[src/rtl/multi_master_bus_arbiter_if.sv]
// ---------------------------------------------------------------------------
// multi_master_bus_arbiter_if
// Bundles the CPU hold handshake, the per-master request/command lines and the
// arbitrated command strobes shared between the bus arbiter and its masters.
//
//   req      per-master bus request (bit 0 = CPU, unused by the arbiter)
//   HLDA     CPU hold acknowledge
//   RD_N     per-master read request, active low
//   WR_N     per-master write request, active low
//   IO_OR_M  per-master space select, 1 = IO, 0 = memory
//   HOLD     hold request to the CPU
//   grant    one-hot grant, all-zero during handover
//   owner    index of the granted (or last granted) master
//   IOR_N / IOW_N / MEMR_N / MEMW_N   command strobes, active low
//
// Modports:
//   master  the arbiter side that drives HOLD, grant, owner and the strobes
//   slave   the masters / CPU / decoder side that drives requests and commands
// ---------------------------------------------------------------------------
interface multi_master_bus_arbiter_if #(
    parameter int NUM_MASTERS = 4
);
    localparam int OW = (NUM_MASTERS > 1) ? $clog2(NUM_MASTERS) : 1;

    logic [NUM_MASTERS-1:0] req;
    logic                   HLDA;
    logic [NUM_MASTERS-1:0] RD_N;
    logic [NUM_MASTERS-1:0] WR_N;
    logic [NUM_MASTERS-1:0] IO_OR_M;
    logic                   HOLD;
    logic [NUM_MASTERS-1:0] grant;
    logic [OW-1:0]          owner;
    logic                   IOR_N;
    logic                   IOW_N;
    logic                   MEMR_N;
    logic                   MEMW_N;

    modport master (
        input  req, HLDA, RD_N, WR_N, IO_OR_M,
        output HOLD, grant, owner, IOR_N, IOW_N, MEMR_N, MEMW_N
    );

    modport slave (
        output req, HLDA, RD_N, WR_N, IO_OR_M,
        input  HOLD, grant, owner, IOR_N, IOW_N, MEMR_N, MEMW_N
    );
endinterface

[src/rtl/multi_master_bus_arbiter.sv]
// ---------------------------------------------------------------------------
// multi_master_bus_arbiter
// Shares the system bus between the CPU (master 0, default owner) and the
// secondary masters 1..NUM_MASTERS-1 using the CPU HOLD/HLDA handshake, and
// produces the IOR_N/IOW_N/MEMR_N/MEMW_N strobes from the current owner's
// RD_N/WR_N/IO_OR_M lines.
//
// Ports:
//   clock   system clock
//   reset   synchronous reset, active low
//   bus     multi_master_bus_arbiter_if.master (requests, HLDA, commands in;
//           HOLD, grant, owner, strobes out)
//
// Parameters:
//   NUM_MASTERS      masters including the CPU (2..8)
//   PRIORITY_MODE    0 = lowest index wins, 1 = round-robin over masters 1..N-1
//   MAX_HOLD_CYCLES  clocks the bus may be kept from the CPU (0 = unlimited)
//   CMD_DELAY        extra clocks from stable command to strobe (0..7)
// ---------------------------------------------------------------------------
module multi_master_bus_arbiter #(
    parameter int NUM_MASTERS     = 4,
    parameter int PRIORITY_MODE   = 0,
    parameter int MAX_HOLD_CYCLES = 16,
    parameter int CMD_DELAY       = 1
) (
    input  logic                          clock,
    input  logic                          reset,
    multi_master_bus_arbiter_if.master    bus
);
    localparam int OW  = (NUM_MASTERS > 1) ? $clog2(NUM_MASTERS) : 1;
    localparam int HCW = (MAX_HOLD_CYCLES > 0) ? $clog2(MAX_HOLD_CYCLES + 1) : 1;
    localparam logic [NUM_MASTERS-1:0] CPU_BIT = {{(NUM_MASTERS-1){1'b0}}, 1'b1};
    localparam logic [3:0] DLY_DONE = 4'(CMD_DELAY + 1);

    typedef enum logic [2:0] {
        S_CPU,
        S_HOLD_REQ,
        S_TURN,
        S_GRANT,
        S_RELEASE
    } state_t;

    typedef enum logic [2:0] {
        C_NONE,
        C_IOR,
        C_IOW,
        C_MEMR,
        C_MEMW
    } cmd_t;

    state_t                 state_q, state_d;
    logic [OW-1:0]          owner_q, owner_d;
    logic [NUM_MASTERS-1:0] grant_q, grant_d;
    logic                   hold_q, hold_d;
    logic [HCW-1:0]         hcnt_q, hcnt_d;
    logic [OW-1:0]          rr_q, rr_d;
    cmd_t                   cmd_q, cmd_d;
    logic [3:0]             dcnt_q, dcnt_d;
    // Strobe vector ordered {MEMW_N, MEMR_N, IOW_N, IOR_N}
    logic [3:0]             stb_n_q, stb_n_d;

    // Winner search: MSB flags that any secondary master is pending. In
    // round-robin mode the first pending index above the last grant wins,
    // otherwise it wraps around to the lowest pending index.
    function automatic logic [OW:0] pick_winner(input logic [NUM_MASTERS-1:0] pend,
                                                input logic [OW-1:0]          last);
        logic [OW-1:0] lo;
        logic [OW-1:0] hi;
        logic          hi_ok;
        lo    = '0;
        hi    = '0;
        hi_ok = 1'b0;
        for (int i = NUM_MASTERS - 1; i >= 1; i--) begin
            if (pend[i]) begin
                lo = OW'(i);
                if (PRIORITY_MODE != 0 && OW'(i) > last) begin
                    hi    = OW'(i);
                    hi_ok = 1'b1;
                end
            end
        end
        return {|pend[NUM_MASTERS-1:1], (hi_ok ? hi : lo)};
    endfunction

    // Exactly one of RD_N/WR_N low forms a command; both or neither is idle.
    function automatic cmd_t decode_cmd(input logic rd_n, input logic wr_n, input logic io);
        cmd_t c;
        c = C_NONE;
        if (rd_n != wr_n) begin
            if (io) c = rd_n ? C_IOW : C_IOR;
            else    c = rd_n ? C_MEMW : C_MEMR;
        end
        return c;
    endfunction

    function automatic logic [3:0] strobe_low(input cmd_t c);
        logic [3:0] v;
        case (c)
            C_IOR:   v = 4'b1110;
            C_IOW:   v = 4'b1101;
            C_MEMR:  v = 4'b1011;
            C_MEMW:  v = 4'b0111;
            default: v = 4'b1111;
        endcase
        return v;
    endfunction

    logic [OW:0] win_hr;
    logic [OW:0] win_rel;
    logic        limit_hit;
    logic        strobes_idle;
    logic        on_bus;
    cmd_t        cur_cmd;

    assign win_hr       = pick_winner(bus.req & ~CPU_BIT, rr_q);
    // The outgoing owner never competes for its own handover slot.
    assign win_rel      = pick_winner(bus.req & ~CPU_BIT & ~(CPU_BIT << owner_q), rr_q);
    assign limit_hit    = (MAX_HOLD_CYCLES != 0) && (hcnt_q >= HCW'(MAX_HOLD_CYCLES));
    assign strobes_idle = &stb_n_q;
    assign on_bus       = (state_q == S_CPU) || (state_q == S_HOLD_REQ) || (state_q == S_GRANT);
    assign cur_cmd      = on_bus ? decode_cmd(bus.RD_N[owner_q], bus.WR_N[owner_q], bus.IO_OR_M[owner_q])
                                 : C_NONE;

    // Ownership FSM
    always_comb begin
        state_d = state_q;
        owner_d = owner_q;
        rr_d    = rr_q;
        case (state_q)
            S_CPU: begin
                owner_d = '0;
                if (|bus.req[NUM_MASTERS-1:1]) state_d = S_HOLD_REQ;
            end
            S_HOLD_REQ: begin
                if (bus.HLDA) begin
                    if (win_hr[OW]) begin
                        state_d = S_TURN;
                        owner_d = win_hr[OW-1:0];
                    end else begin
                        state_d = S_RELEASE;
                    end
                end
            end
            S_TURN: begin
                state_d = S_GRANT;
                rr_d    = owner_q;
            end
            S_GRANT: begin
                if (!bus.HLDA) begin
                    state_d = S_RELEASE;
                end else if (limit_hit && strobes_idle) begin
                    // Timeout only takes effect between bus cycles.
                    state_d = S_RELEASE;
                end else if (!bus.req[owner_q]) begin
                    if (win_rel[OW] && !limit_hit) begin
                        state_d = S_TURN;
                        owner_d = win_rel[OW-1:0];
                    end else begin
                        state_d = S_RELEASE;
                    end
                end
            end
            S_RELEASE: begin
                if (!bus.HLDA) begin
                    state_d = S_CPU;
                    owner_d = '0;
                end
            end
            default: begin
                state_d = S_CPU;
                owner_d = '0;
            end
        endcase
    end

    // Registered grant/HOLD derived from the state being entered
    always_comb begin
        grant_d = '0;
        hold_d  = 1'b0;
        case (state_d)
            S_CPU:      grant_d = CPU_BIT;
            S_HOLD_REQ: begin
                grant_d = CPU_BIT;
                hold_d  = 1'b1;
            end
            S_TURN:     hold_d = 1'b1;
            S_GRANT: begin
                grant_d = CPU_BIT << owner_d;
                hold_d  = 1'b1;
            end
            default: begin
                grant_d = '0;
                hold_d  = 1'b0;
            end
        endcase
    end

    // Hold counter: counts TURN/GRANT clocks, saturates at the limit
    always_comb begin
        hcnt_d = hcnt_q;
        if (state_d == S_CPU && state_q != S_CPU) begin
            hcnt_d = '0;
        end else if ((state_q == S_TURN || state_q == S_GRANT) && MAX_HOLD_CYCLES != 0 && !limit_hit) begin
            hcnt_d = hcnt_q + 1'b1;
        end
    end

    // Strobe generation: dcnt counts clocks the same command has been seen
    // under the current owner; the strobe drops once it reaches CMD_DELAY+1.
    always_comb begin
        cmd_d   = C_NONE;
        dcnt_d  = '0;
        stb_n_d = 4'b1111;
        if (state_d != S_TURN && state_d != S_RELEASE && cur_cmd != C_NONE) begin
            cmd_d = cur_cmd;
            if (cur_cmd == cmd_q) dcnt_d = (dcnt_q == DLY_DONE) ? dcnt_q : dcnt_q + 4'd1;
            else                  dcnt_d = 4'd1;
            if (dcnt_d == DLY_DONE) stb_n_d = strobe_low(cur_cmd);
        end
    end

    always_ff @(posedge clock) begin
        if (!reset) begin
            state_q <= S_CPU;
            owner_q <= '0;
            grant_q <= CPU_BIT;
            hold_q  <= 1'b0;
            hcnt_q  <= '0;
            rr_q    <= '0;
            cmd_q   <= C_NONE;
            dcnt_q  <= '0;
            stb_n_q <= 4'b1111;
        end else begin
            state_q <= state_d;
            owner_q <= owner_d;
            grant_q <= grant_d;
            hold_q  <= hold_d;
            hcnt_q  <= hcnt_d;
            rr_q    <= rr_d;
            cmd_q   <= cmd_d;
            dcnt_q  <= dcnt_d;
            stb_n_q <= stb_n_d;
        end
    end

    assign bus.HOLD   = hold_q;
    assign bus.grant  = grant_q;
    assign bus.owner  = owner_q;
    assign bus.IOR_N  = stb_n_q[0];
    assign bus.IOW_N  = stb_n_q[1];
    assign bus.MEMR_N = stb_n_q[2];
    assign bus.MEMW_N = stb_n_q[3];

endmodule

[src/flat_wrapper.sv]
// flat-port wrapper written by rule: the top's interface ports become plain ports
module multi_master_bus_arbiter_flat 
#(
    parameter int NUM_MASTERS     = 4,
    parameter int PRIORITY_MODE   = 0,
    parameter int MAX_HOLD_CYCLES = 16,
    parameter int CMD_DELAY       = 1
)
  (clock, reset, bus_req, bus_HLDA, bus_RD_N, bus_WR_N, bus_IO_OR_M, bus_HOLD, bus_grant, bus_owner, bus_IOR_N, bus_IOW_N, bus_MEMR_N, bus_MEMW_N);
  multi_master_bus_arbiter_if #(.NUM_MASTERS(NUM_MASTERS)) bus_i ();
  input  logic clock;
  input  logic reset;
  input wire logic [$bits(bus_i.req)-1:0] bus_req;
  input wire logic [$bits(bus_i.HLDA)-1:0] bus_HLDA;
  input wire logic [$bits(bus_i.RD_N)-1:0] bus_RD_N;
  input wire logic [$bits(bus_i.WR_N)-1:0] bus_WR_N;
  input wire logic [$bits(bus_i.IO_OR_M)-1:0] bus_IO_OR_M;
  output wire logic [$bits(bus_i.HOLD)-1:0] bus_HOLD;
  output wire logic [$bits(bus_i.grant)-1:0] bus_grant;
  output wire logic [$bits(bus_i.owner)-1:0] bus_owner;
  output wire logic [$bits(bus_i.IOR_N)-1:0] bus_IOR_N;
  output wire logic [$bits(bus_i.IOW_N)-1:0] bus_IOW_N;
  output wire logic [$bits(bus_i.MEMR_N)-1:0] bus_MEMR_N;
  output wire logic [$bits(bus_i.MEMW_N)-1:0] bus_MEMW_N;
  assign bus_i.req = bus_req;
  assign bus_i.HLDA = bus_HLDA;
  assign bus_i.RD_N = bus_RD_N;
  assign bus_i.WR_N = bus_WR_N;
  assign bus_i.IO_OR_M = bus_IO_OR_M;
  assign bus_HOLD = bus_i.HOLD;
  assign bus_grant = bus_i.grant;
  assign bus_owner = bus_i.owner;
  assign bus_IOR_N = bus_i.IOR_N;
  assign bus_IOW_N = bus_i.IOW_N;
  assign bus_MEMR_N = bus_i.MEMR_N;
  assign bus_MEMW_N = bus_i.MEMW_N;
  multi_master_bus_arbiter #(.NUM_MASTERS(NUM_MASTERS), .PRIORITY_MODE(PRIORITY_MODE), .MAX_HOLD_CYCLES(MAX_HOLD_CYCLES), .CMD_DELAY(CMD_DELAY)) u_core (.clock(clock), .reset(reset), .bus(bus_i));
endmodule
[config.mk]
export PLATFORM = sky130hd
export DESIGN_NAME = multi_master_bus_arbiter_flat
export DESIGN_NICKNAME = d
export VERILOG_FILES = /design/src/rtl/multi_master_bus_arbiter_if.sv /design/src/rtl/multi_master_bus_arbiter.sv /design/src/flat_wrapper.sv
export SDC_FILE = /design/constraint.sdc
export NUM_CORES = 1
export LEC_CHECK = 0
export CAP_MARGIN = 20
export CORE_ASPECT_RATIO = 1.1
export CORE_UTILIZATION = 45
export DETAILED_ROUTE_END_ITERATION = 12
export GPL_TIMING_DRIVEN = 1
export PLACE_DENSITY = 0.8
export SYNTH_ARGS = -nofsm -noshare
export SYNTH_HDL_FRONTEND = slang
export SYNTH_SLANG_ARGS = --single-unit
[constraint.sdc]
create_clock -name clock -period 6.44 [get_ports clock]
set_input_delay 0.966 -clock clock [delete_from_list [all_inputs] [get_ports clock]]
set_output_delay 0.966 -clock clock [all_outputs]
set_load 0.01 [all_outputs]
---- After elaboration in Yosys (flattened, before gate mapping) ----
Cells that the tools add are included.
cells by class
  bitwise gates (word level) .............. 3
  eq/ne operators ......................... 17
  reductions and logical operators ........ 22
  multiplexer cells ....................... 42
  add/subtract/negate cells ............... 2
  multipliers ............................. 0
  div/mod/pow operators ................... 0
  shift-type cells ........................ 2
  $lt $le $gt $ge ......................... 2
operator list
  cell                   count
  $mux W3                12
  $mux W2                14
  $eq A3 B2 Y1 const B   6
  $pmux W4 S4            1
  $pmux W3 S5            1
  $mux W4                3
  $eq A3 B1 Y1 const B   3
  $reduce_or A3 Y1       3
  $bmux W1 S2            4
  $eq A4 B2 Y1 const B   2
  $pmux W2 S4            1
  $pmux W4 S2            1
  $shl A1 B2 Y4 const A  2
  $eq A3 B3 Y1 const B   2
  $logic_and A1 B1 Y1    6
  $logic_not A3 Y1       2
  $reduce_bool A3 Y1     2
  $add A5 B1 Y5 const B  1
  $ge A5 B5 Y1 const B   1
  $mux W1                5
  $add A4 B1 Y4 const B  1
  $and A4 B4 Y4          1
  $not A4 Y4             1
  $reduce_and A4 Y1      1
  11 further kinds       14
word-level totals
  memories ................................ 0
  register bits after elaboration ......... 26
  output and inout port bits .............. 11
  bits of input ports ..................... 19
  memory bits (writable) .................. 0
  word-level logic and storage cells ...... 98
  latch bits .............................. 0
  memory bits (read-only) ................. 0

---- Depth between registers and ports, before layout ----
Gate-level depths: netlist of run 1.
  depth after elaboration ................. 16
  gate-level depth with buffers ........... 11
  depth with buffers taken out ............ 9

---- Worst setup path before layout of run 1 ----
OpenSTA, ideal clock, no wires.
  path type ............................... input -> register
  start ................................... in bus_RD_N[3]
  end ..................................... reg u_core.stb_n_q[3]
  library setup time ...................... 0.135 ns
  setup slack ............................. 3.053 ns
  data arrival time ....................... 3.252 ns
  cell stages on the path ................. 9
  required time ........................... 6.305 ns
  path buffers ............................ 0
  path through ............................ mux4_2 > inv_1 > ha_1 > inv_1 > nand4_1 > xor2_1 > nand3_1 > or4_1 > or4b_4
between the ends
  cells in the longest elaborated chain, start to end .. 11
  elaborated cells on any way between the ends .. 20
  classes of those cells .................. 7 x eq/ne; 10 x mux; 3 x reduce/logical
ends and longest elaborated chain
  element                             RTL line                                                        RTL
  start: declaration                  flat_wrapper.sv:15                                              input wire logic [$bits(bus_i.RD_N)-1:0] bus_RD_N;
  $bmux W1 S2 *                       multi_master_bus_arbiter.sv:121                                 assign cur_cmd = on_bus ? decode_cmd(bus.RD_N[owner_q], bus.WR_N[owner_q], bus.IO_OR_M[owner_q])
  $mux W1 (implied by the code) *     multi_master_bus_arbiter.sv:121
  $mux W3 or $mux W2 (tied branches)  multi_master_bus_arbiter.sv:91, multi_master_bus_arbiter.sv:90
  $mux W3                             multi_master_bus_arbiter.sv:90                                  if (io) c = rd_n ? C_IOW : C_IOR;
  $mux W3 *                           multi_master_bus_arbiter.sv:89                                  if (rd_n != wr_n) begin
  $mux W3 *                           multi_master_bus_arbiter.sv:121
  $eq A3 B3 Y1                        multi_master_bus_arbiter.sv:216                                 if (cur_cmd == cmd_q) dcnt_d = (dcnt_q == DLY_DONE) ? dcnt_q : dcnt_q + 4'd1;
  $mux W4                             multi_master_bus_arbiter.sv:216
  $mux W4                             multi_master_bus_arbiter.sv:214                                 if (state_d != S_TURN && state_d != S_RELEASE && cur_cmd != C_NONE) begin
  $eq A4 B2 Y1                        multi_master_bus_arbiter.sv:218                                 if (dcnt_d == DLY_DONE) stb_n_d = strobe_low(cur_cmd);
  $reduce_and A3 Y1 (no line)         n/a
  end signal: assignment              multi_master_bus_arbiter.sv:242                                 stb_n_q <= stb_n_d;
  end: declaration                    multi_master_bus_arbiter.sv:60                                  logic [3:0] stb_n_q, stb_n_d;
Every way passes the cells marked *; elsewhere a longest branch is shown, timed or not. The select of a mux whose other input is x is not followed.
A chain may end at the register's enable or synchronous reset.

---- Final worst setup path of run 1 ----
  start ................................... in bus_RD_N[3]
  end ..................................... reg u_core.stb_n_q[1]
Same word-level chain as after synthesis.

==> reports/summary.txt, run 1 <==
================================================================================
Status ............................................................ complete, no violations
Primary flip-flop cell chosen by synthesis mapping ................ sky130_fd_sc_hd__dfxtp_1
Number of endpoints failing setup at the final stage ..............            0
Count of unique library cells instantiated by Yosys ...............           55
Finished Core Util ................................................       0.5781
Die footprint .....................................................    3931 um^2
Leakage Power ..................................................... 0.0007407 uW
DRC violations left ...............................................            0
Area growth, synth to finish ......................................       19.02%
Slowest cell delay on critical path ...............................       580 ps
Power density of the placed cells ................................. 175.2 nW/um^2
Sequential share of the synthesized area ..........................       0.3140
Setup repair after global routing missed its margin ...............        false
Half-perimeter wire length after detailed placement ...............     2.638 mm
Die Wd ............................................................     59.87 um
Arrival time of the worst setup path ..............................      3800 ps
Quantity of hold-fixing buffers added after cts ...................            0
Peak supply drop ..................................................    0.1029 mV
Top cell types by occurrence after synthesis ...................... sky130_fd_sc_hd__dfxtp_1 (26), sky130_fd_sc_hd__nor2_1 (15), sky130_fd_sc_hd__inv_1 (12)
Total standard cell area after synthesis ..........................    1658 um^2
Library cell used as clock root buffer ............................ sky130_fd_sc_hd__clkbuf_4
Register Area .....................................................   520.5 um^2
Multi-input gate area in the final layout .........................    1017 um^2
Area of the placeable core ........................................    3413 um^2
Detailed Route Iter0 Violations ...................................          176
Maximum clock frequency ...........................................    277.7 MHz
Net Count, Synth ..................................................          217
Clock slew at reported path FFs ...................................       130 ps
All-layer global routing usage ....................................       0.1920
Critical path, cell by cell ....................................... clkdlybuf4s50_1, mux4_2, inv_1, ha_1, inv_1, nand4_1, xor2_1, nand3_1, or4_1, or4_1
Ys Warns ..........................................................            0
Sum of negative setup slack .......................................         0 ps
Worst Clk Skew ....................................................     3.619 ps
Initial core utilization ..........................................       0.4857
Relative max-transition margin ....................................       0.5482
Yosys top cell area share .........................................       0.3140
GR Overflow Total .................................................            0
Clock tree from TritonCTS .........................................        built
Final Cycle Share .................................................       0.5591
Buffers inserted during post-CTS setup optimization ...............            0
Number of buffers on the longest clock path .......................            2
Number of antenna-violating nets in the routed design .............            0
Setup Crit Path Kind .............................................. input pin to flop
Pins Over Slew Limit ..............................................            0
Fraction of layout cells with a size suffix above 1 ...............      0.09434
Fin. Hold Viols ...................................................            0
Count of flip-flops with a built-in enable after synthesis ........            0
Most area-consuming cells after synthesis ......................... sky130_fd_sc_hd__dfxtp_1 (31%), sky130_fd_sc_hd__mux4_2 (5.4%), sky130_fd_sc_hd__ha_1 (4.5%)
Final nets ........................................................          238
Share of synthesized flip-flops with an asynchronous set or reset .            0
Initial antenna violation count ...................................            0
Number of detailed-route iterations in the first pass .............            4
Sort of element at the start of the critical path .................    input pin
Worst min-delay path category ..................................... flop to flop
Via count of the first global-routing pass ........................         1325
Worst Hold Margin .................................................     607.7 ps
Antenna diodes ....................................................            0
Number of instances resized during post-cts repair ................            0
Global placer's final weighted congestion .........................       0.8583
Average size of a mapped cell .....................................   8.635 um^2
Cell with the biggest individual delay on the critical path ....... sky130_fd_sc_hd__or4_1
Cell taking the most area after synthesis ......................... sky130_fd_sc_hd__dfxtp_1
Number of vias in the routed layout ...............................         1462
Wire length per cell after detailed routing .......................     12.92 um
Number of core rows ...............................................           22
FILL cells ........................................................          323
Flops & latches, synth ............................................           26
Total wirelength of the detailed-routed design ....................     3.359 mm
Maximum number of pins on one net before global-route repair ......           18
Worst endpoint required time ......................................      6640 ps
Vertical extent of the die ........................................     65.66 um
Level count of the clock H-tree ...................................            1
Endpoint kind of the worst setup timing path ......................         flop
Sinks on the clock net ............................................           26
Worst Path Max Fanout .............................................            5
Synthesized instance count ........................................          192
Ports placed on the boundary ......................................           30
Via count normalized by instance count ............................        5.623
Global-route wire length before repair ............................     5.823 mm
Slew at the pin with the worst max-slew slack .....................     660.6 ps
Count of input and output buffers .................................           29
Insertion delay to the later sink of the worst-skew pair ..........       320 ps
Number of max-cap violations ......................................            0
Most frequently used cell type in the post-synthesis netlist ...... sky130_fd_sc_hd__dfxtp_1
Clock buffers created by TritonCTS ................................            3
Tmin final ........................................................      3601 ps
================================================================================
## final timing paths
kind	start	to	slack, ps	cells after the start
worst max-delay path	bus_RD_N[3]	u_core.stb_n_q[1]$_SDFF_PN1_	2840	10
worst max register to register	u_core.bus.owner[0]$_SDFF_PN0_	u_core.stb_n_q[1]$_SDFF_PN1_	3030	9
worst min-delay path	u_core.dcnt_q[3]$_SDFF_PN0_	u_core.dcnt_q[3]$_SDFF_PN0_	610	2
worst min register to register	u_core.dcnt_q[3]$_SDFF_PN0_	u_core.dcnt_q[3]$_SDFF_PN0_	610	2
## logic make-up (layout without fill, tap and decap cells)
family / count (synthesis) / after routing / synth area share
AO/OA/AOI/OAI: 36 / 36 / 0.1510
XOR/XNOR: 9 / 9 / 0.04755
adder cells (fa/ha/maj): 6 / 6 / 0.04528
buffers and inverters: 26 / 46 / 0.07244
flip-flops: 26 / 26 / 0.3140
multiplexers: 6 / 6 / 0.06717
AND/OR/NAND/NOR: 83 / 83 / 0.3026
## worst max-delay path, delay by kind of cell
kind | cells | cell delay [ps]
buffers and inverters | 3 | 550
adders and majority gates | 1 | 240
and+or+nand+nor | 4 | 1390
muxes | 1 | 480
xor gates and xnor gates | 1 | 170
## state kept, by name, summed over array words and instances, names as in the netlist
| name | flops |
|---|---|
| u_core.bus.HOLD | 1 |
| u_core.cmd_q | 3 |
| u_core.hcnt_q | 5 |
| u_core.dcnt_q | 4 |
| u_core.state_q | 3 |
| u_core.bus.owner | 2 |
| u_core.stb_n_q | 4 |
| u_core.bus.grant | 4 |
## per-stage QoR
step	cell area [um^2]	total power [uW]	setup WS, ps	instances
after floorplan	1658	244.1	3053	192
after global placement	1937	267.1	2570	256
after detailed placement	1937	269.0	2511	256
after CTS	1973	347.8	2860	260
after global routing	1973	366.1	2738	260
final	1973	345.8	2839	260
## cell usage in the layout, fill, tap and decap left out, types with 2 or more instances in the layout
| master | n |
|---|---|
| sky130_fd_sc_hd__clkdlybuf4s50_1 | 29 |
| sky130_fd_sc_hd__nand3_1 | 7 |
| sky130_fd_sc_hd__and2_1 | 4 |
| sky130_fd_sc_hd__nand2_1 | 6 |
| sky130_fd_sc_hd__nor3_1 | 9 |
| sky130_fd_sc_hd__or4_1 | 3 |
| sky130_fd_sc_hd__a211o_1 | 2 |
| sky130_fd_sc_hd__a21oi_1 | 5 |
| sky130_fd_sc_hd__xnor2_1 | 6 |
| sky130_fd_sc_hd__nor2_1 | 15 |
| sky130_fd_sc_hd__dfxtp_1 | 26 |
| sky130_fd_sc_hd__nand2b_1 | 3 |
| sky130_fd_sc_hd__nand3b_1 | 2 |
| sky130_fd_sc_hd__mux4_2 | 4 |
| sky130_fd_sc_hd__inv_1 | 12 |
| sky130_fd_sc_hd__xor2_1 | 3 |
| sky130_fd_sc_hd__clkbuf_4 | 3 |
| sky130_fd_sc_hd__ha_1 | 6 |
| sky130_fd_sc_hd__nor2b_1 | 5 |
| sky130_fd_sc_hd__nor4b_1 | 3 |
| sky130_fd_sc_hd__nand4_1 | 4 |
| sky130_fd_sc_hd__and3_1 | 6 |
| sky130_fd_sc_hd__a2111oi_0 | 2 |
| sky130_fd_sc_hd__or2_2 | 3 |
| sky130_fd_sc_hd__a31oi_1 | 4 |
| sky130_fd_sc_hd__o21ai_0 | 9 |
| sky130_fd_sc_hd__o21a_1 | 4 |
| sky130_fd_sc_hd__nor4_1 | 2 |
## power by group
group	switching [uW]	internal, uW
clock	45.4	34.6
sequential	9.98	168
combinational	44.6	43.7
## final cells by class
cell class / instances / share of cell area
Clock buffer: 4 / 0.01839
Inverter: 13 / 0.02473
Tap cell: 48 / 0.03044
Sequential cell: 26 / 0.2638
Multi-Input combinational cell: 140 / 0.5155
Timing Repair Buffer: 29 / 0.1471
## routing by layer
metal / global-route usage / vias to the layer above / part of all wire
met2: 0.3069 / 41 / 0.48
met3: 0.02165 / 4 / 0.042
li1: - / 740 / -
met4: 0.07267 / 0 / 0.014
met5: 0 / - / 0
met1: 0.2616 / 677 / 0.47
No activity file was read; power rests on OpenSTA's default activity.
==> run 2: changes to the inputs <==
--- a/config.mk
+++ b/config.mk
@@ -10,7 +10,7 @@
 export CORE_UTILIZATION = 45
 export DETAILED_ROUTE_END_ITERATION = 12
 export GPL_TIMING_DRIVEN = 1
-export PLACE_DENSITY = 0.8
+export PLACE_DENSITY = 0.83
 export SYNTH_ARGS = -nofsm -noshare
 export SYNTH_HDL_FRONTEND = slang
 export SYNTH_SLANG_ARGS = --single-unit
==> constraint.sdc (replaced) <==
create_clock -name clock -period 3.3 [get_ports clock]
set_input_delay 0.495 -clock clock [delete_from_list [all_inputs] [get_ports clock]]
set_output_delay 0.495 -clock clock [all_outputs]
set_load 0.01 [all_outputs]
==> run 2 against run 1 <==
Against the previous run:
- wire length rose by 2.1%
- flip-flop and latch count unchanged
- critical path depth did not move
- sequential power rose by 94%
- cell count increased by 3.8%
==> reports/summary.txt, run 2 (synthesis gave the netlist of run 1 again) <==
===========================================================================
Global placer's final weighted congestion ....................       0.9212
Sum of negative setup slack ..................................         0 ps
Endpoint kind of the worst setup timing path .................         flop
Slew at the pin with the worst max-slew slack ................     470.0 ps
Global-route wire length before repair .......................     6.065 mm
Most common cell after layout, fill and taps aside ........... sky130_fd_sc_hd__clkdlybuf4s50_1
Tmin final ...................................................      3023 ps
Final Cycle Share ............................................       0.9159
Number of core rows ..........................................           22
Final Cell Area ..............................................    2064 um^2
Highest-count cells in the layout ignoring fill and taps ..... sky130_fd_sc_hd__clkdlybuf4s50_1 (29), sky130_fd_sc_hd__dfxtp_1 (26), sky130_fd_sc_hd__nor2_1 (15)
Peak supply drop .............................................    0.2711 mV
Setup repair after global routing missed its margin ..........        false
Buffers inserted during post-CTS setup optimization ..........            0
Wire length per cell after detailed routing ..................     12.70 um
Number of max-cap violations .................................            0
Vertical extent of the die ...................................     65.66 um
Number of endpoints failing setup at the final stage .........            0
Sort of element at the start of the critical path ............    input pin
Register with the most flip-flops ............................ u_core.hcnt_q
Sinks on the clock net .......................................           26
Library cell used as clock root buffer ....................... sky130_fd_sc_hd__clkbuf_4
Initial antenna violation count ..............................            0
Fin. Hold Viols ..............................................            0
Register Area ................................................   520.5 um^2
Number of vias in the routed layout ..........................         1506
Number of flip-flops in the largest register .................            5
Die footprint ................................................    3931 um^2
Number of cells traversed by the worst hold path .............            2
Area growth, synth to finish .................................       24.53%
Setup Crit Path Kind ......................................... input pin to flop
Detailed Route Iter0 Violations ..............................           49
Power density of the placed cells ............................ 368.5 nW/um^2
Ports placed on the boundary .................................           30
Half-perimeter wire length after detailed placement ..........     2.713 mm
Area of the placeable core ...................................    3413 um^2
Maximum number of pins on one net before global-route repair .           16
GR Overflow Total ............................................            0
Clock buffers created by TritonCTS ...........................            3
Number of detailed-route iterations in the first pass ........            4
Worst R2R Path Depth .........................................            9
Antenna diodes ...............................................            0
Number of buffers on the longest clock path ..................            2
Final nets ...................................................          248
Die Wd .......................................................     59.87 um
FILL cells ...................................................          302
Relative max-transition margin ...............................       0.6842
Maximum clock frequency ......................................    330.8 MHz
All-layer global routing usage ...............................       0.1985
Pins Over Slew Limit .........................................            0
Quantity of hold-fixing buffers added after cts ..............            0
Number of antenna-violating nets in the routed design ........            0
Insertion delay to the later sink of the worst-skew pair .....       320 ps
Total wirelength of the detailed-routed design ...............     3.428 mm
Leakage Power ................................................ 0.0007953 uW
Worst Clk Skew ...............................................     4.153 ps
Initial core utilization .....................................       0.4857
Clock slew at reported path FFs ..............................       140 ps
Worst Path Max Fanout ........................................            4
Via count normalized by instance count .......................        5.578
Multi-input gate area in the final layout ....................    1017 um^2
DRC violations left ..........................................            0
Count of input and output buffers ............................           29
Status ....................................................... complete, no violations
Fraction of layout cells with a size suffix above 1 ..........       0.1351
Area of placed instances .....................................    2012 um^2
Level count of the clock H-tree ..............................            1
Via count of the first global-routing pass ...................         1452
Number of instances resized during post-cts repair ...........            0
Worst min-delay path category ................................ flop to flop
Arrival time of the worst setup path .........................      3240 ps
Clock tree from TritonCTS ....................................        built
Worst endpoint required time .................................      3510 ps
===========================================================================
## run 2: path summary, 6_finish.rpt
kind / from / to / slack (ps)
max: bus_RD_N[2] / u_core.stb_n_q[3]$_SDFF_PN1_ / 280
min: u_core.dcnt_q[3]$_SDFF_PN0_ / u_core.dcnt_q[3]$_SDFF_PN0_ / 610
max reg2reg: u_core.bus.owner[0]$_SDFF_PN0_ / u_core.stb_n_q[3]$_SDFF_PN1_ / 310
min reg2reg: u_core.dcnt_q[3]$_SDFF_PN0_ / u_core.dcnt_q[3]$_SDFF_PN0_ / 610
## run 2: worst max-delay path: stages
cell	delay [ps]
sky130_fd_sc_hd__clkdlybuf4s50_1	400
sky130_fd_sc_hd__mux4_2	470
sky130_fd_sc_hd__inv_1	70
sky130_fd_sc_hd__ha_1	240
sky130_fd_sc_hd__inv_1	80
sky130_fd_sc_hd__nand4_1	130
sky130_fd_sc_hd__xor2_1	170
sky130_fd_sc_hd__nand3_1	100
sky130_fd_sc_hd__or4_1	570
sky130_fd_sc_hd__or4b_4	490
## run 2: metrics by stage
stage	worst slack [ps]	total power (uW)	util	hold slack, ps	instances
floorplan	8.211	476.3	-	552.6	192
CTS	282.2	761.8	0.6048	605.7	270
global route	123.6	798.7	0.6048	647.5	270
global placement	15.47	545.5	0.5894	570.5	266
finish	277.4	760.7	0.6048	606.1	270
detailed placement	-70.20	550.5	0.5894	582.8	266
## run 2: report_power, final
| part | internal (uW) | leakage [uW] | switching (uW) |
|---|---|---|---|
| registers | 327 | 0.000211 | 15.8 |
| logic | 104 | 0.000556 | 97.9 |
| clock network | 123 | 0.0000279 | 93.2 |
| total | 554 | 0.000795 | 207 |
## run 2: cell type report
cell class,count,share of cell area
repair buffers,39,0.1770
flip-flops and latches,26,0.2521
well taps,48,0.02909
clock buffers,3,0.01091
inverters,13,0.02364
multi-input cells,140,0.4927
clock inverters,1,0.01455
## run 2: routing by layer
metal | share of wire | vias up | wire (um) | track usage
li1 | - | 756 | - | -
met2 | 0.51 | 33 | 1750 | 0.3458
met4 | 0.015 | 0 | 52 | 0.08430
met3 | 0.025 | 6 | 85 | 0.01772
met5 | 0 | - | 0 | 0
met1 | 0.45 | 711 | 1540 | 0.2442
==> run 3: changes to the inputs <==
--- a/config.mk
+++ b/config.mk
@@ -8,6 +8,7 @@
 export CAP_MARGIN = 20
 export CORE_ASPECT_RATIO = 1.1
 export CORE_UTILIZATION = 45
+export CTS_CLUSTER_DIAMETER = 80
 export DETAILED_ROUTE_END_ITERATION = 12
 export GPL_TIMING_DRIVEN = 1
 export PLACE_DENSITY = 0.83
==> results of run 3 <==
The final DEF is identical to that of run 2; final timing and power are the same.
==> variant 1 (config.mk and constraints of run 2) <==
Reset style: asynchronous (`reset`), changed in one clocked block. Comments in the files are not updated.
--- a/src/rtl/multi_master_bus_arbiter.sv
+++ b/src/rtl/multi_master_bus_arbiter.sv
@@ -221,3 +221,3 @@
 
-    always_ff @(posedge clock) begin
+    always_ff @(posedge clock or negedge reset) begin
         if (!reset) begin
Formal check against the unedited RTL: differs if reset is asserted again (counterexample within 4 cycles, from zero or initial values and one cycle with reset low); with reset held inactive, the same outputs for 10 cycles.
==> variant 1 against run 2 <==
Core utilization down 2.2 points. Sequential cell count unchanged. Synthesized area up 2.8%. Routed wire length up 8.7%. Cell area up 2.3%. Via count down 3.7%. Final cell count down 4.4%. Highest routed layer is now met3. Worst setup slack better by 180 ps. Synthesized cell count down 6.3%. Die area up 2.7%. Critical path depth down 2.
Power is not compared: it rests on default switching activity, and its combinational part moved more than twofold at a synthesized area within 25%.
==> variant 1: results (changes against run 2) <==
Critical path
  • R2r startpoint: u_core.bus.owner[0]
  • RR Endpoint: u_core.stb_n_q[1]
  • Critical path's slowest cell: dfrtp_1
  • Critical path class: register to register

Synth
  • Synth Area in Compound Gates: 0.168 (+0.0172)
  • Ys async rst share: 1.00 (+1.00)
  • Post-synthesis cell type count: 48 (-13%)
  • Post-Syn Instances: 180 (-6.3%)
  • Syn_nets: 205 (-5.5%)
  • Most frequent cells after synthesis: 21 x dfrtp_1, 14 x inv_1, 11 x nand2b_1, 10 x a21oi_1, 10 x nor2_1
  • Most used DFF post-synth: dfrtp_1
  • Largest cells by area after synthesis: dfrtp_1 31%, dfstp_2 7.7%, mux4_2 5.3%
  • Post-Synth Adder-Cell Area: 0.0441 (-0.00123)
  • Xor/xnor share of the synthesized area: 0.0308 (-0.0167)
  • Mux contribution to synthesized area: 0.0705 (+0.00331)

STA
  • Final Cycle Share: 0.861 (-0.0547)
  • Clk_skew: 7.53 ps (+3.37 ps)

GRT
  • Grt met1 use: 0.246 (+0.00148)
  • First-pass GRT wire length: 6110 µm (+0.79%)
  • Overall global routing resource usage: 0.201 (+0.00252)
  • Met2 Usage GRT: 0.367 (+0.0209)

Placed design
  • Place WS: 283 ps (+354 ps)
  • DP Cell Count: 254 (-4.5%)

Finish
  • Nets: 234 (-5.6%)
  • Layout cells sized above 1: 0.0913 (-0.0438)
  • Final cell count without fillers: 258 (-4.4%)

Routing
  • Met2 WL: 2000 µm (+14%)
  • Via count: 1451 (-3.7%)
  • Top sig layer: met3
  • Routed length per instance: 14.4 µm (+14%)
  • WL met3: 133 µm (+56%)

Clock network
  • Clk slew on worst S/H paths: 90 ps (-50 ps)

Min path
  • Type of the tightest min-delay check: input pin to async pin

Status
  • Status: complete, no violations
[variant 1: cell count changes after synthesis, moves of 4 or more]
cell / before / now
a211oi_1: 1 / 5
a21oi_1: 5 / 10
and3_1: 6 / 1
dfrtp_1: 0 / 21
dfstp_2: 0 / 5
dfxtp_1: 26 / 0
nand2b_1: 3 / 11
nor2_1: 15 / 10
o21ai_0: 9 / 4
[variant 1: power groups by stage]
| stage | sequential, mW | clock, mW | combinational [mW] |
|---|---|---|---|
| after floorplan | 0.474 | 0 | 0.716 |
| after global placement | 0.542 | 0 | 0.866 |
| after detailed placement | 0.542 | 0 | 0.882 |
| after CTS | 0.538 | 0.267 | 0.888 |
| after global routing | 0.558 | 0.280 | 0.983 |
| final | 0.541 | 0.261 | 0.889 |
[variant 1: layout make-up]
cell class	instances	area [µm²]
Fill cell	329	1510
Multi-Input combinational cell	132	956
Sequential cell	26	657
Timing Repair Buffer	32	313
Tap cell	50	62.6
Inverter	14	52.6
Clock buffer	3	41.3
Clock inverter	1	30.0
==> variant 2 (config.mk and constraints of run 2) <==
Without the edit above. `PRIORITY_MODE` is set to 0 in 2 places; all go to 1. Comments in the files are not updated.
--- a/src/rtl/multi_master_bus_arbiter.sv
+++ b/src/rtl/multi_master_bus_arbiter.sv
@@ -21,3 +21,3 @@
     parameter int NUM_MASTERS     = 4,
-    parameter int PRIORITY_MODE   = 0,
+    parameter int PRIORITY_MODE   = 1,
     parameter int MAX_HOLD_CYCLES = 16,
--- a/src/flat_wrapper.sv
+++ b/src/flat_wrapper.sv
@@ -4,3 +4,3 @@
     parameter int NUM_MASTERS     = 4,
-    parameter int PRIORITY_MODE   = 0,
+    parameter int PRIORITY_MODE   = 1,
     parameter int MAX_HOLD_CYCLES = 16,
Formal check against the unedited RTL: not equivalent (a bounded check fails within 10 cycles, from zero or initial values and one cycle with reset low).
==> variant 2 against run 2 <==
Combinational power down 4%. Worst setup slack better by 24 ps. Sequential share of layout area is 1.1 points higher. Critical endpoint is now u_core.stb_n_q[0]. Synthesized area increased by 5.1%. Total power rose by 1.5%. Cell area grew 3.0%. Routed wire length up 9.8%. Sequential cell count up 2. Clock skew shrank 0.65 ps. Critical path depth rose by 1.
==> variant 2: results (changes against run 2) <==
Critical path
  • Critical path's slowest cell: mux4_2
  • R2R Setup Slk: 420 ps (+110 ps)
  • Reg2Reg Depth: 10 (+1)
  • Crit path DAT: 3150 ps (-90 ps)
  • Critical Path Source: bus_RD_N[3]

Clock network
  • Root Driver: clkbuf_8
  • Clk slew on worst S/H paths: 90 ps (-50 ps)

Routing
  • Via density: 5.56 (-0.37%)
  • Via count: 1556 (+3.3%)
  • Met2 WL: 1870 µm (+6.7%)
  • WL met3: 180 µm (+110%)
  • Number of DRC markers in iteration 0: 64 (+31%)

GRT
  • Vias in the first global route: 1511 (+4.1%)
  • GRT met3 Usage: 0.0249 (+0.00719)
  • Grt met1 use: 0.252 (+0.00816)
  • Largest net degree at the start of global routing: 18 (+2)

Synth
  • Post-Synth Adder-Cell Area: 0.0431 (-0.00218)
  • Syn_nets: 223 (+2.8%)
  • Seq/Total Area, Yosys: 0.322 (+0.00788)
  • Mux contribution to synthesized area: 0.0517 (-0.0154)
  • Syn Area/Cell: 8.80 µm² (+1.9%)
  • Most frequent cells after synthesis: 28 x dfxtp_1, 20 x nor2_1, 14 x nand2_1, 11 x inv_1, 11 x o21ai_0

Min path
  • Hold_sp: u_core.hcnt_q[1]
  • Hold Crit Endpoint: u_core.hcnt_q[1]

Placed design
  • DP Cell Count: 276 (+3.8%)
  • GPL Wtd Cong: 0.898 (-2.5%)

Status
  • Status: complete, no violations
==> variant 2: final cells by class <==
cell class | instances | area, µm²
tap | 50 | 62.6
clock buffer | 4 | 55.1
timing repair buffer | 37 | 350
fill | 358 | 1560
multi-input combinational | 150 | 1060
sequential | 28 | 561
inverter | 11 | 41.3
==> variant 2: metrics by stage <==
stage               utilization  hold WS [ps]  instance area (µm²)  setup WS [ps]
global placement          0.563           500                 2070            123
CTS                       0.577           526                 2130            299
detailed placement        0.563           512                 2070           20.4
floorplan                     -           478                 1740            343
finish                    0.577           525                 2130            301
global route              0.577           564                 2130            103
==> variant 2: report_power, final <==
part           internal, mW  switching [mW]  total (mW)
sequential            0.351          0.0167       0.368
combinational        0.0973          0.0964       0.194
clock                 0.107           0.104       0.211
==> variant 2: worst register-to-register path, cell delays in order, from the launching register on <==
cell     delay (ps)
dfxtp_1         450
mux4_2          550
inv_1            70
ha_1            220
nor2_1          160
nand3_1         160
xor2_1          160
nand3_1         110
nor4_1          280
buf_4           170
or4b_1          420
